<file path="src/rtl/vec_sequencer_pkg.sv">
// Shared definitions for the vector sequencer: default sizes, FSM states and
// the {a,b,c} bit ordering used for every stored and applied vector.
package vec_sequencer_pkg;

    localparam int DEPTH_DEF  = 8;
    localparam int AW_DEF     = 3;
    localparam int HOLD_W_DEF = 8;

    // Vector layout: a is the MSB, c the LSB
    localparam int VEC_W = 3;
    localparam int A_BIT = 2;
    localparam int B_BIT = 1;
    localparam int C_BIT = 0;

    typedef enum logic {
        ST_IDLE = 1'b0,
        ST_RUN  = 1'b1
    } state_e;

endpackage

</file>
<file path="src/rtl/vec_sequencer_table.sv">
// DEPTH x 3-bit vector register file: async clear, one write port and one
// combinational read port.
module vec_table
    import vec_sequencer_pkg::*;
#(
    parameter int DEPTH = DEPTH_DEF,
    parameter int AW    = AW_DEF
) (
    input  logic             clk,
    input  logic             rst_n,
    input  logic             i_wr_en,
    input  logic [AW-1:0]    i_wr_addr,
    input  logic [VEC_W-1:0] i_wr_data,
    input  logic [AW-1:0]    i_rd_addr,
    output logic [VEC_W-1:0] o_rd_data
);

    logic [DEPTH-1:0][VEC_W-1:0] w_rows;

    generate
        for (genvar gi = 0; gi < DEPTH; gi++) begin : g_entry
            logic [VEC_W-1:0] r_entry;

            always_ff @(posedge clk or negedge rst_n) begin
                if (!rst_n) begin
                    r_entry <= '0;
                end else if (i_wr_en && (i_wr_addr == AW'(gi))) begin
                    r_entry <= i_wr_data;
                end
            end

            assign w_rows[gi] = r_entry;
        end
    endgenerate

    assign o_rd_data = w_rows[i_rd_addr];

endmodule

</file>
<file path="src/rtl/vec_sequencer.sv">
// Plays a programmable table of {a,b,c} vectors onto a downstream block,
// holding each for H cycles and capturing z at the end of each window.
module vec_sequencer
    import vec_sequencer_pkg::*;
#(
    parameter int DEPTH  = DEPTH_DEF,
    parameter int AW     = AW_DEF,
    parameter int HOLD_W = HOLD_W_DEF
) (
    input  logic              clk,
    input  logic              rst_n,
    input  logic              wr_en,
    input  logic [AW-1:0]     wr_addr,
    input  logic [VEC_W-1:0]  wr_data,
    input  logic [HOLD_W-1:0] hold,
    input  logic              start,
    input  logic              abort,
    output logic              a,
    output logic              b,
    output logic              c,
    input  logic              z,
    output logic              busy,
    output logic              done,
    output logic [AW-1:0]     idx,
    output logic [DEPTH-1:0]  result
);

    state_e            r_state;
    logic [VEC_W-1:0]  r_vec;
    logic [AW-1:0]     r_idx;
    logic [HOLD_W-1:0] r_cnt;
    logic [HOLD_W-1:0] r_hold;
    logic [DEPTH-1:0]  r_result;
    logic              r_busy;
    logic              r_done;

    logic              w_idle;
    logic              w_tbl_wr_en;
    logic [AW-1:0]     w_rd_addr;
    logic [VEC_W-1:0]  w_rd_data;
    logic [VEC_W-1:0]  w_first_vec;
    logic [HOLD_W-1:0] w_hold_eff;
    logic              w_window_end;
    logic              w_last_vec;

    assign w_idle      = (r_state == ST_IDLE);
    assign w_tbl_wr_en = wr_en && w_idle;

    // In IDLE the read port looks at entry 0 for the run start; in RUN it
    // prefetches the next entry so the step needs no extra cycle.
    assign w_rd_addr = w_idle ? '0 : (r_idx + AW'(1));

    // A write to entry 0 on the start edge must be seen by the new run
    assign w_first_vec = (w_tbl_wr_en && (wr_addr == '0)) ? wr_data : w_rd_data;

    assign w_hold_eff   = (hold == '0) ? HOLD_W'(1) : hold;
    assign w_window_end = (r_cnt == (r_hold - HOLD_W'(1)));
    assign w_last_vec   = (r_idx == AW'(DEPTH - 1));

    vec_table #(
        .DEPTH (DEPTH),
        .AW    (AW)
    ) u_table (
        .clk       (clk),
        .rst_n     (rst_n),
        .i_wr_en   (w_tbl_wr_en),
        .i_wr_addr (wr_addr),
        .i_wr_data (wr_data),
        .i_rd_addr (w_rd_addr),
        .o_rd_data (w_rd_data)
    );

    always_ff @(posedge clk or negedge rst_n) begin
        if (!rst_n) begin
            r_state  <= ST_IDLE;
            r_vec    <= '0;
            r_idx    <= '0;
            r_cnt    <= '0;
            r_hold   <= '0;
            r_result <= '0;
            r_busy   <= 1'b0;
            r_done   <= 1'b0;
        end else begin
            r_done <= 1'b0;
            case (r_state)
                ST_IDLE: begin
                    if (start) begin
                        r_state  <= ST_RUN;
                        r_vec    <= w_first_vec;
                        r_idx    <= '0;
                        r_cnt    <= '0;
                        r_result <= '0;
                        r_busy   <= 1'b1;
                        r_hold   <= w_hold_eff;
                    end
                end
                ST_RUN: begin
                    // Abort wins over a sample due at the same edge
                    if (abort) begin
                        r_state <= ST_IDLE;
                        r_busy  <= 1'b0;
                        r_vec   <= '0;
                    end else if (w_window_end) begin
                        r_result[r_idx] <= z;
                        if (!w_last_vec) begin
                            r_idx <= r_idx + AW'(1);
                            r_vec <= w_rd_data;
                            r_cnt <= '0;
                        end else begin
                            r_state <= ST_IDLE;
                            r_busy  <= 1'b0;
                            r_done  <= 1'b1;
                            r_vec   <= '0;
                        end
                    end else begin
                        r_cnt <= r_cnt + HOLD_W'(1);
                    end
                end
                default: r_state <= ST_IDLE;
            endcase
        end
    end

    assign a      = r_vec[A_BIT];
    assign b      = r_vec[B_BIT];
    assign c      = r_vec[C_BIT];
    assign busy   = r_busy;
    assign done   = r_done;
    assign idx    = r_idx;
    assign result = r_result;

endmodule

</file>
<file path="config.mk">
export PLATFORM = sky130hd
export DESIGN_NAME = vec_sequencer
export DESIGN_NICKNAME = d
export VERILOG_FILES = /design/src/rtl/vec_sequencer_pkg.sv /design/src/rtl/vec_sequencer_table.sv /design/src/rtl/vec_sequencer.sv
export SDC_FILE = /design/constraint.sdc
export NUM_CORES = 1
export LEC_CHECK = 0
export ABC_AREA = 1
export ABC_CLOCK_PERIOD_IN_PS = 1750
export CORE_ASPECT_RATIO = 1.75
export CORE_UTILIZATION = 51
export CTS_CLUSTER_SIZE = 24
export DETAILED_ROUTE_END_ITERATION = 6
export PLACE_DENSITY = 0.72
export SLEW_MARGIN = 20
export SYNTH_ARGS = -nofsm -noshare
export SYNTH_HDL_FRONTEND = slang
export SYNTH_HIERARCHICAL = 1
export SYNTH_SLANG_ARGS = --single-unit
</file>
<file path="constraint.sdc">
create_clock -name clk -period 1.75 [get_ports clk]
set_input_delay 0.175 -clock clk [delete_from_list [all_inputs] [get_ports clk]]
set_output_delay 0.175 -clock clk [all_outputs]
set_load 0.1 [all_outputs]
</file>
==> results of run 1 <==
[Yosys cell counts, drive strengths merged]
library cell / n / area, µm²
nand2: 143 / 554
inv: 66 / 248
dfrtp: 57 / 1430
nand3: 47 / 253
o21ai: 44 / 220
nor2: 24 / 128
nand4: 12 / 75.1
nor3: 11 / 66.3
or2: 9 / 56.3
buf: 7 / 56.3
nand3b: 7 / 52.6
xor2: 7 / 61.3
ha: 4 / 50.1
xnor2: 4 / 35.0
a21oi: 3 / 15.0
a22oi: 3 / 22.5
clkbuf: 3 / 11.3
nor4: 2 / 12.5
and3: 1 / 6.26
mux2: 1 / 11.3
o21bai: 1 / 7.51
[cell type report]
cell class                      instances  share of cell area (%)
Clock buffer                           13                    3.61
Clock inverter                          3                   0.341
Inverter                               66                    5.63
Multi-Input combinational cell        325                    40.8
Sequential cell                        57                    32.6
Tap cell                               80                    2.27
Timing Repair Buffer                   72                    14.7
[logic make-up after synthesis]
group / after synthesis / synth area share (%)
xor gates and xnor gates: 11 / 2.86
AOI/OAI and AO/OA: 51 / 7.88
and+or+nand+nor: 256 / 35.7
buffers and inverters: 76 / 9.36
adders and majority gates: 4 / 1.49
DFF: 57 / 42.3
muxes: 1 / 0.334
[worst max-delay path, delay by kind of cell, from the launching register on]
kind	cells	cell delay (ns)
buf+inv	1	0.09
fa+ha+maj	1	0.16
flops	1	0.41
compound gates	1	0.05
simple gates	10	1.08
[power breakdown]
| part | switching [mW] | internal [mW] | leakage [nW] |
|---|---|---|---|
| registers | 0.182 | 1.58 | 0.728 |
| clock network | 0.506 | 0.584 | 0.0932 |
| logic | 1.34 | 0.745 | 1.35 |
[how the worst min path moves through the flow]
| stage | start | end | slack, ns | depth (start not counted) |
|---|---|---|---|---|
| detailed placement | rst_n | r_hold[6] | 0.17 | 1 |
| floorplan | rst_n | busy | -0.12 | 0 |
| finish | rst_n | r_hold[6] | 0.34 | 2 |
| CTS | rst_n | r_hold[6] | 0.33 | 2 |
| global route | rst_n | r_hold[0] | 0.38 | 2 |
| global placement | rst_n | r_hold[2] | 0.17 | 1 |
[stage by stage]
step                instance area, µm²  power, mW  cells  setup slack [ns]  util [%]
floorplan                         3410       3.12    456           -0.0236         -
global placement                  4040       3.68    593            -0.137      64.3
detailed placement                4040       3.72    593            -0.241      64.3
CTS                               4340       4.90    614            -0.128      69.2
global route                      4400       5.24    616            -0.274      70.1
finish                            4400       4.94    616            -0.147      70.1
[state kept, by name, summed over array words and instances (netlist names)]
name / count
r_vec: 3
result: 8
r_cnt: 8
r_hold: 8
idx: 3
done: 1
u_table/g_entry.r_entry: 24
busy: 1
r_state: 1
[repair_timing]
action	4_1_cts	5_1_grt
hold endpoints to repair	21	0
hold buffers	1	0
gates resized for setup	27	16
pin swaps	5	10
setup buffers	2	2
cloned	2	0
endpoints found under the setup margin	24	25
[per-layer routing]
metal	share of wire (%)	wire length, µm
met1	36	3150
met2	57	4990
met3	2.9	258
met4	4.1	355
met5	0	0
==> results.md, run 1 <==
Power:
- The peak supply drop is 0.000763 V.
- The leakage power total is 2.18 nW.
- Power spread over the standard cell area amounts to 1120 mW/mm².

Timing:
- The final worst-path setup slack is -0.147 ns.
- After routing, the total negative slack on setup checks comes to -2.72 ns.
- The worst slew margin relative to its limit is 64.2%.
- The slew at the pin with the worst max-slew slack is 0.537 ns.
- The number of endpoints with negative hold slack in the final report is 0.
- The worst hold slack across all endpoints is 0.341 ns.
- Setup repair after global routing could not meet its margin everywhere.
- Setup violations remaining at the end of the flow were counted as 25.
- The number of max-slew violations in the final report is 0.
- The routed design could run at a clock period as short as 1.90 ns.
- The clock tree skew after final layout is 0.00505 ns.
- The fraction of the cycle the final worst path needs is 108%.
- Static timing analysis puts the maximum clock frequency at 527 MHz.

Global routing:
- For this run, global-route usage on met1 was measured as 25.6%.
- After global routing the overflow that remains totals 0.
- The number of global-route vias before repair is 3220.
- The number of antenna violations at the first check in global routing was 0.
- The layer with the highest usage after global routing is met2.
- The met3 capacity usage during global routing is 5.39%.
- The first global-routing pass estimated 14.3 mm of wire.
- The maximum number of pins on one net before global-route repair is 37.
- In the global route stage, met2 resource usage came out at 53.4%.
- The global-route usage over all layers is 27.4%.

Logic synthesis:
- In this run the cell area of the synthesized design comes to 0.00337 mm².
- For this run, the number of Yosys warnings is 6.
- Sequential elements use 42.3% of the synthesized area.
- The synthesized netlist net count is 480.
- The synthesized design contains 57 register bits.
- The distinct cell type count after synthesis is 34.
- The number of standard cells after synthesis is 456.
- Averaged over all synthesized cells, the footprint is 7.39 µm².

Critical path:
- Measured in cells, the most critical reg-to-reg path has a length of 13.
- The critical path startpoint is r_hold[1].
- STA classifies the critical path endpoint as a flip-flop.
- On the worst path, the slowest cell contributes a delay of 0.41 ns.
- The slowest stage of the critical path belongs to the cell sky130_fd_sc_hd__dfrtp_1.
- The cell that appears most often on the critical path is sky130_fd_sc_hd__nand2_4.
- The highest net fanout along the worst path is 6.
- The critical path is of the flip-flop to flip-flop type.
- The startpoint of the worst register-to-register path is r_hold[1].
- STA classifies the critical path startpoint as a flip-flop.
- The worst register-to-register path ends at r_vec[2].
- The end point of the critical path is r_vec[2].
- The worst-case register-to-register setup slack is -0.15 ns.
- The data required time at the worst endpoint is 1.98 ns.
- The worst path arrival time is 2.12 ns.
- Walking the worst path, the cells encountered are inv_2, ha_4, nand2_4, nor2_4, nand3_2, nand3b_1, nand2_2, nor2_4, nand3_4, nand2_4, nand2_4, nand2_1, o21ai_1.

Floorplanning:
- The floorplan step defined a die boundary enclosing 0.00695 mm².
- The die boundary height is 110 µm.
- Pin placement for this block handled 36 I/O pins.
- After floorplanning, the core was sized to cover 0.00628 mm².
- The effective utilization at floorplan is 53.7%.
- The placement row count is 38.
- The die span in x is 63.4 µm.

CTS:
- The H-tree was split into 3 levels.
- The clock reaches the later pin of the worst-skew pair after 0.35 ns.
- In this run the deepest clock path goes through 2 buffers.
- The number of clock sinks seen by CTS is 57.
- The clock buffer count from CTS is 9.
- The root buffer selected by CTS is sky130_fd_sc_hd__clkbuf_8.
- The TritonCTS clock tree is yes.
- The clock-pin slew reported for the worst setup and hold paths after clock tree synthesis is 0.06 ns.

Drt:
- In this run, the number of DRC markers left after iteration 0 of detailed routing was 183.
- The average wire length per cell after detail routing is 14.2 µm.
- The total DRC errors in the routed layout is 0.
- The total detailed-routing wirelength is 8.76 mm.
- The number of nets still failing antenna checks after routing is 0.
- The detailed router placed 3206 vias in this run.
- The vias per cell is 5.20.
- The first detailed-routing pass took 4 iterations.

Layout:
- The leading cell type in the layout, fill and taps excluded is sky130_fd_sc_hd__nand2_1.
- The antenna diode count is 0.
- The library cells used most frequently in the layout, excluding fill and tap cells, are 128 x sky130_fd_sc_hd__nand2_1, 56 x sky130_fd_sc_hd__inv_1, 53 x sky130_fd_sc_hd__dfrtp_1.
- Of the cells placed in the final design, the portion with a size suffix greater than 1 is 24.8%.
- The number of nets in the finished design is 555.
- The footprint of the flip-flops and latches is 0.00144 mm².
- The multi-input combinational cells in the finished layout cover a total of 0.00180 mm².
- The layout has 537 filler cells.
- From synthesis to final layout, the design area changed by 30.7%.

Place:
- The HPWL after detailed placement is 6.42 mm.
- At the end of routability-driven placement, the weighted congestion stood at 0.917.
- In this run the tool buffered the top-level ports with 35 buffer cells.

Worst hold path:
- The worst hold path class is input pin to asynchronous set/reset pin.

Status:
- The flow ran to the end, but the final reports show violations.
- The final reports fail on setup timing.

Run:
- Max-cap violations in this run came to 0.
Note: power is estimated with default switching activity, not from simulation.
==> run 2: changes to the inputs <==
Settings changed: GPL_TIMING_DRIVEN from default to 0.
==> run 2 against run 1 <==
The run still ends with setup timing left. Flip-flop and latch count unchanged. Fmax down 3.8%. Critical path depth up 1. Non-clock buffer count shrank 6. Design area is 1.3% higher. Wire length grew 3.1%. Core utilization increased by 0.92 points. Sequential power about the same. Combinational power about the same. Die area did not move. Register-to-register slack got worse by 0.07 ns. Critical endpoint is now result[6].
==> results.md, run 2 (synthesis gave the netlist of run 1 again) <==
Drt:
- The vias per cell is 5.31 (+1.9%).
- The average wire length per cell after detail routing came to 14.8 µm (+4.3%).
- The total detailed-routing wirelength is 9.03 mm (+3.1%).
- The total DRC errors in the routed layout was 0 (unchanged).
- The detailed-route via count was 3231 (+0.78%).
- The number of nets still failing antenna checks after routing is 0 (unchanged).
- The total iterations of the first detailed-routing run is 4 (unchanged).
- The starting DRC count in detailed routing is 202 (+10%).

Timing:
- The maximum clock rate is 507 MHz (-3.8%).
- The number of max-slew violations in the final report is 0 (unchanged).
- The slew at the pin with the worst max-slew slack was 0.957 ns (+0.420 ns).
- The number of endpoints with negative hold slack in the final report came to 0 (unchanged).
- The fraction of the cycle the final worst path needs is 113% (+4.2 points).
- The final sum of negative setup slack is -3.17 ns (-0.449 ns).
- The clock tree skew after final layout is 0.00854 ns (+0.00349 ns).
- The number of endpoints failing setup at the final stage was 24 (-4.0%).
- The shortest clock period the worst path allows after layout is 1.97 ns (+0.0743 ns).
- Setup repair after global routing could not meet its margin everywhere.
- The worst slew margin relative to its limit was 36.5% (-28 points).
- The final worst-path setup slack came to -0.221 ns (-0.0743 ns).

Power:
- The peak supply drop is 0.000824 V (+7.9%).
- The combinational cell fraction of total power is 41.0% (-1.2 points).
- The power per unit of standard cell area is 1140 mW/mm² (+1.2%).
- The fraction of power spent switching nets is 41.2% (+0.19 points).
- The sequential power share is 35.6% (about the same).
- The portion of total power attributed to the clock network was 23.4% (+1.4 points).
- The total design power is 5.07 mW (+2.5%).
- The switching power was 2.09 mW (+3.0%).
- The internal power component is 2.98 mW (+2.2%).
- The leakage power total is 2.16 nW (-0.57%).

Place:
- The area of placed instances is 0.00386 mm² (-4.5%).
- The half-perimeter wire length of the detailed placement result is 6.20 mm (-3.4%).
- The port buffer count is 35 (unchanged).
- The final weighted congestion in routability-driven placement is 0.962 (+4.9%).

Global routing:
- The maximum number of pins on one net before global-route repair is 58 (+57%).
- The number of antenna violations at the first check in global routing is 0 (unchanged).
- The wire length of the first global-routing pass came to 15.0 mm (+4.8%).
- The total global routing overflow is 0 (unchanged).
- The global-route usage over all layers is 28.4% (+1.1 points).
- The number of global-route vias before repair came to 3283 (+2.0%).

Floorplanning:
- The I/O pin count is 36 (unchanged).
- The die span in x is 63.4 µm (unchanged).
- The die footprint is 0.00695 mm² (unchanged).
- The effective utilization at floorplan is 53.7% (unchanged).
- The placement row count is 38 (unchanged).
- The die boundary height came to 110 µm (unchanged).
- The area of the core region is 0.00628 mm² (unchanged).

Layout:
- The number of nets in the finished design came to 548 (-1.3%).
- The final design instance area without fill is 0.00446 mm² (+1.3%).
- In the layout the commonest cells are 118 x sky130_fd_sc_hd__nand2_1, 56 x sky130_fd_sc_hd__inv_1, 52 x sky130_fd_sc_hd__dfrtp_1.
- The area growth from synthesis to layout is 32.4%.
- Leaving out fill and tap cells, the most frequent cell in the layout is sky130_fd_sc_hd__nand2_1.
- Ranked by flip-flop count, first place goes to u_table/g_entry.r_entry.
- The number of flip-flops under the largest register name is 24 (unchanged).
- The number of filler instances in the final layout was 521 (-3.0%).
- The fraction of layout cells with a size suffix above 1 is 26.1% (+1.3 points).
- The antenna diode count is 0 (unchanged).

Critical path:
- The library cell appearing most often on the critical path is sky130_fd_sc_hd__nand2_2.
- STA classifies the critical path startpoint as a flip-flop.
- The critical path goes through inv_2, ha_4, nand2_4, nor2_4, nand3_2, nand3b_1, nand2_2, nor2_4, nand3_4, nand2_8, buf_6, nand3_2, nand2_2, nand2_2.
- The data required time at the worst endpoint came to 1.98 ns (about the same).
- The worst setup path is captured at a flip-flop.
- The largest incremental delay on the critical path came to 0.38 ns (-0.03 ns).
- The highest-delay cell along the critical path is sky130_fd_sc_hd__dfrtp_1.
- The highest net fanout along the worst path is 5 (-1).
- On the critical path the largest part of the delay comes from simple AND/OR/NAND/NOR gates.
- The worst path arrival time is 2.20 ns (+0.08 ns).
- The count of buffering cells on the critical path with inverters included came to 2 (+1).
- The category of the most critical setup path is flip-flop to flip-flop.

CTS:
- The clock buffer count from CTS is 9 (unchanged).
- The root buffer selected by CTS is sky130_fd_sc_hd__clkbuf_8.
- The count of H-tree levels built during CTS was 3 (unchanged).
- TritonCTS built the clock tree.
- The clock-pin slew reported for the worst setup and hold paths after clock tree synthesis is 0.07 ns (about the same).
- The clock latency on the worst-skew pair is 0.35 ns (about the same).
- The number of clock sinks seen by CTS came to 57 (unchanged).
- The maximum clock insertion buffer count is 2 (unchanged).

Status:
- The flow ran to the end, but the final reports show violations.
- The checks that failed: setup timing.

Run:
- The number of max-cap violations was 0 (unchanged).

Worst hold path:
- The worst hold path class is input pin to flip-flop.
-- run 2: cell types whose count changed in the layout (fill, tap and decap cells not counted), sizes merged --
cell,before,now
dlygate4sd2,0,2
clkinv,3,2
clkbuf,13,21
buf,53,28
clkdlybuf4s15,0,10
nand2,145,144
-- run 2: worst reg2reg max path: stages, from the launching register on --
cell and delay, ns:
sky130_fd_sc_hd__dfrtp_1 0.38, sky130_fd_sc_hd__inv_2 0.08, sky130_fd_sc_hd__ha_4 0.16, sky130_fd_sc_hd__nand2_4 0.07, sky130_fd_sc_hd__nor2_4 0.13, sky130_fd_sc_hd__nand3_2 0.09, sky130_fd_sc_hd__nand3b_1 0.15, sky130_fd_sc_hd__nand2_2 0.08
sky130_fd_sc_hd__nor2_4 0.13, sky130_fd_sc_hd__nand3_4 0.15, sky130_fd_sc_hd__nand2_8 0.15, sky130_fd_sc_hd__buf_6 0.11, sky130_fd_sc_hd__nand3_2 0.05, sky130_fd_sc_hd__nand2_2 0.07, sky130_fd_sc_hd__nand2_2 0.05
-- run 2: worst paths after layout --
path                                            endpoint  slack [ns]  cells after the start                     startpoint
hold / removal                                 r_hold[2]        0.41                      3                        hold[2]
max in group asynchronous                         idx[1]        0.77                      2                          rst_n
setup / recovery                               result[6]       -0.22                     14                      r_hold[0]
hold reg to reg            u_table/g_entry[4].r_entry[1]        0.48                      2  u_table/g_entry[4].r_entry[1]
setup reg to reg                               result[6]       -0.22                     14                      r_hold[0]
min in group asynchronous                      r_hold[3]        0.42                      2                          rst_n
-- run 2: power groups by stage --
stage          sequential [mW]  combinational, mW  clock, mW
2_1_floorplan             2.14              0.988          0
3_3_place_gp              1.81               1.76          0
3_5_place_dp              1.82               1.79          0
4_1_cts                   1.80               1.98       1.21
5_1_grt                   1.84               2.27       1.26
6_report                  1.80               2.08       1.18
-- run 2: repair_timing --
item | 4_1_cts | 5_1_grt
endpoints found under the hold margin | 57 | 0
setup endpoints to repair | 44 | 34
gates resized for setup | 75 | 37
pin swaps | 26 | 19
buffers inserted | 12 | 7
hold buffers | 1 | 0
gates cloned | 3 | 0
-- run 2: through the flow --
step	utilization [%]	instances	worst slack [ns]	hold WS [ns]
after CTS	69.2	603	-0.182	0.402
after global placement	61.5	571	-1.68	0.467
final	71.1	609	-0.221	0.412
after floorplan	-	456	-0.0236	-0.121
after detailed placement	61.5	571	-0.368	0.289
after global routing	71.1	609	-0.334	0.420
-- run 2: area by class of cell --
cell class | count | area, µm² | share of cell area, %
sequential | 57 | 1440 | 32.2
tap | 80 | 100 | 2.24
multi-input combinational | 324 | 1880 | 42.2
buffer | 10 | 75.1 | 1.68
clock inverter | 2 | 10.0 | 0.224
clock buffer | 14 | 183 | 4.10
timing repair buffer | 56 | 524 | 11.8
inverter | 66 | 248 | 5.56
-- run 2: routing by layer --
| metal | vias to the layer above | track usage (%) | routed length, µm |
|---|---|---|---|
| met1 | 1530 | 29.3 | 3280 |
| met5 | - | 0 | 0 |
| met4 | 0 | 16.2 | 262 |
| met3 | 25 | 4.77 | 262 |
| li1 | 1608 | - | - |
| met2 | 68 | 53.2 | 5230 |
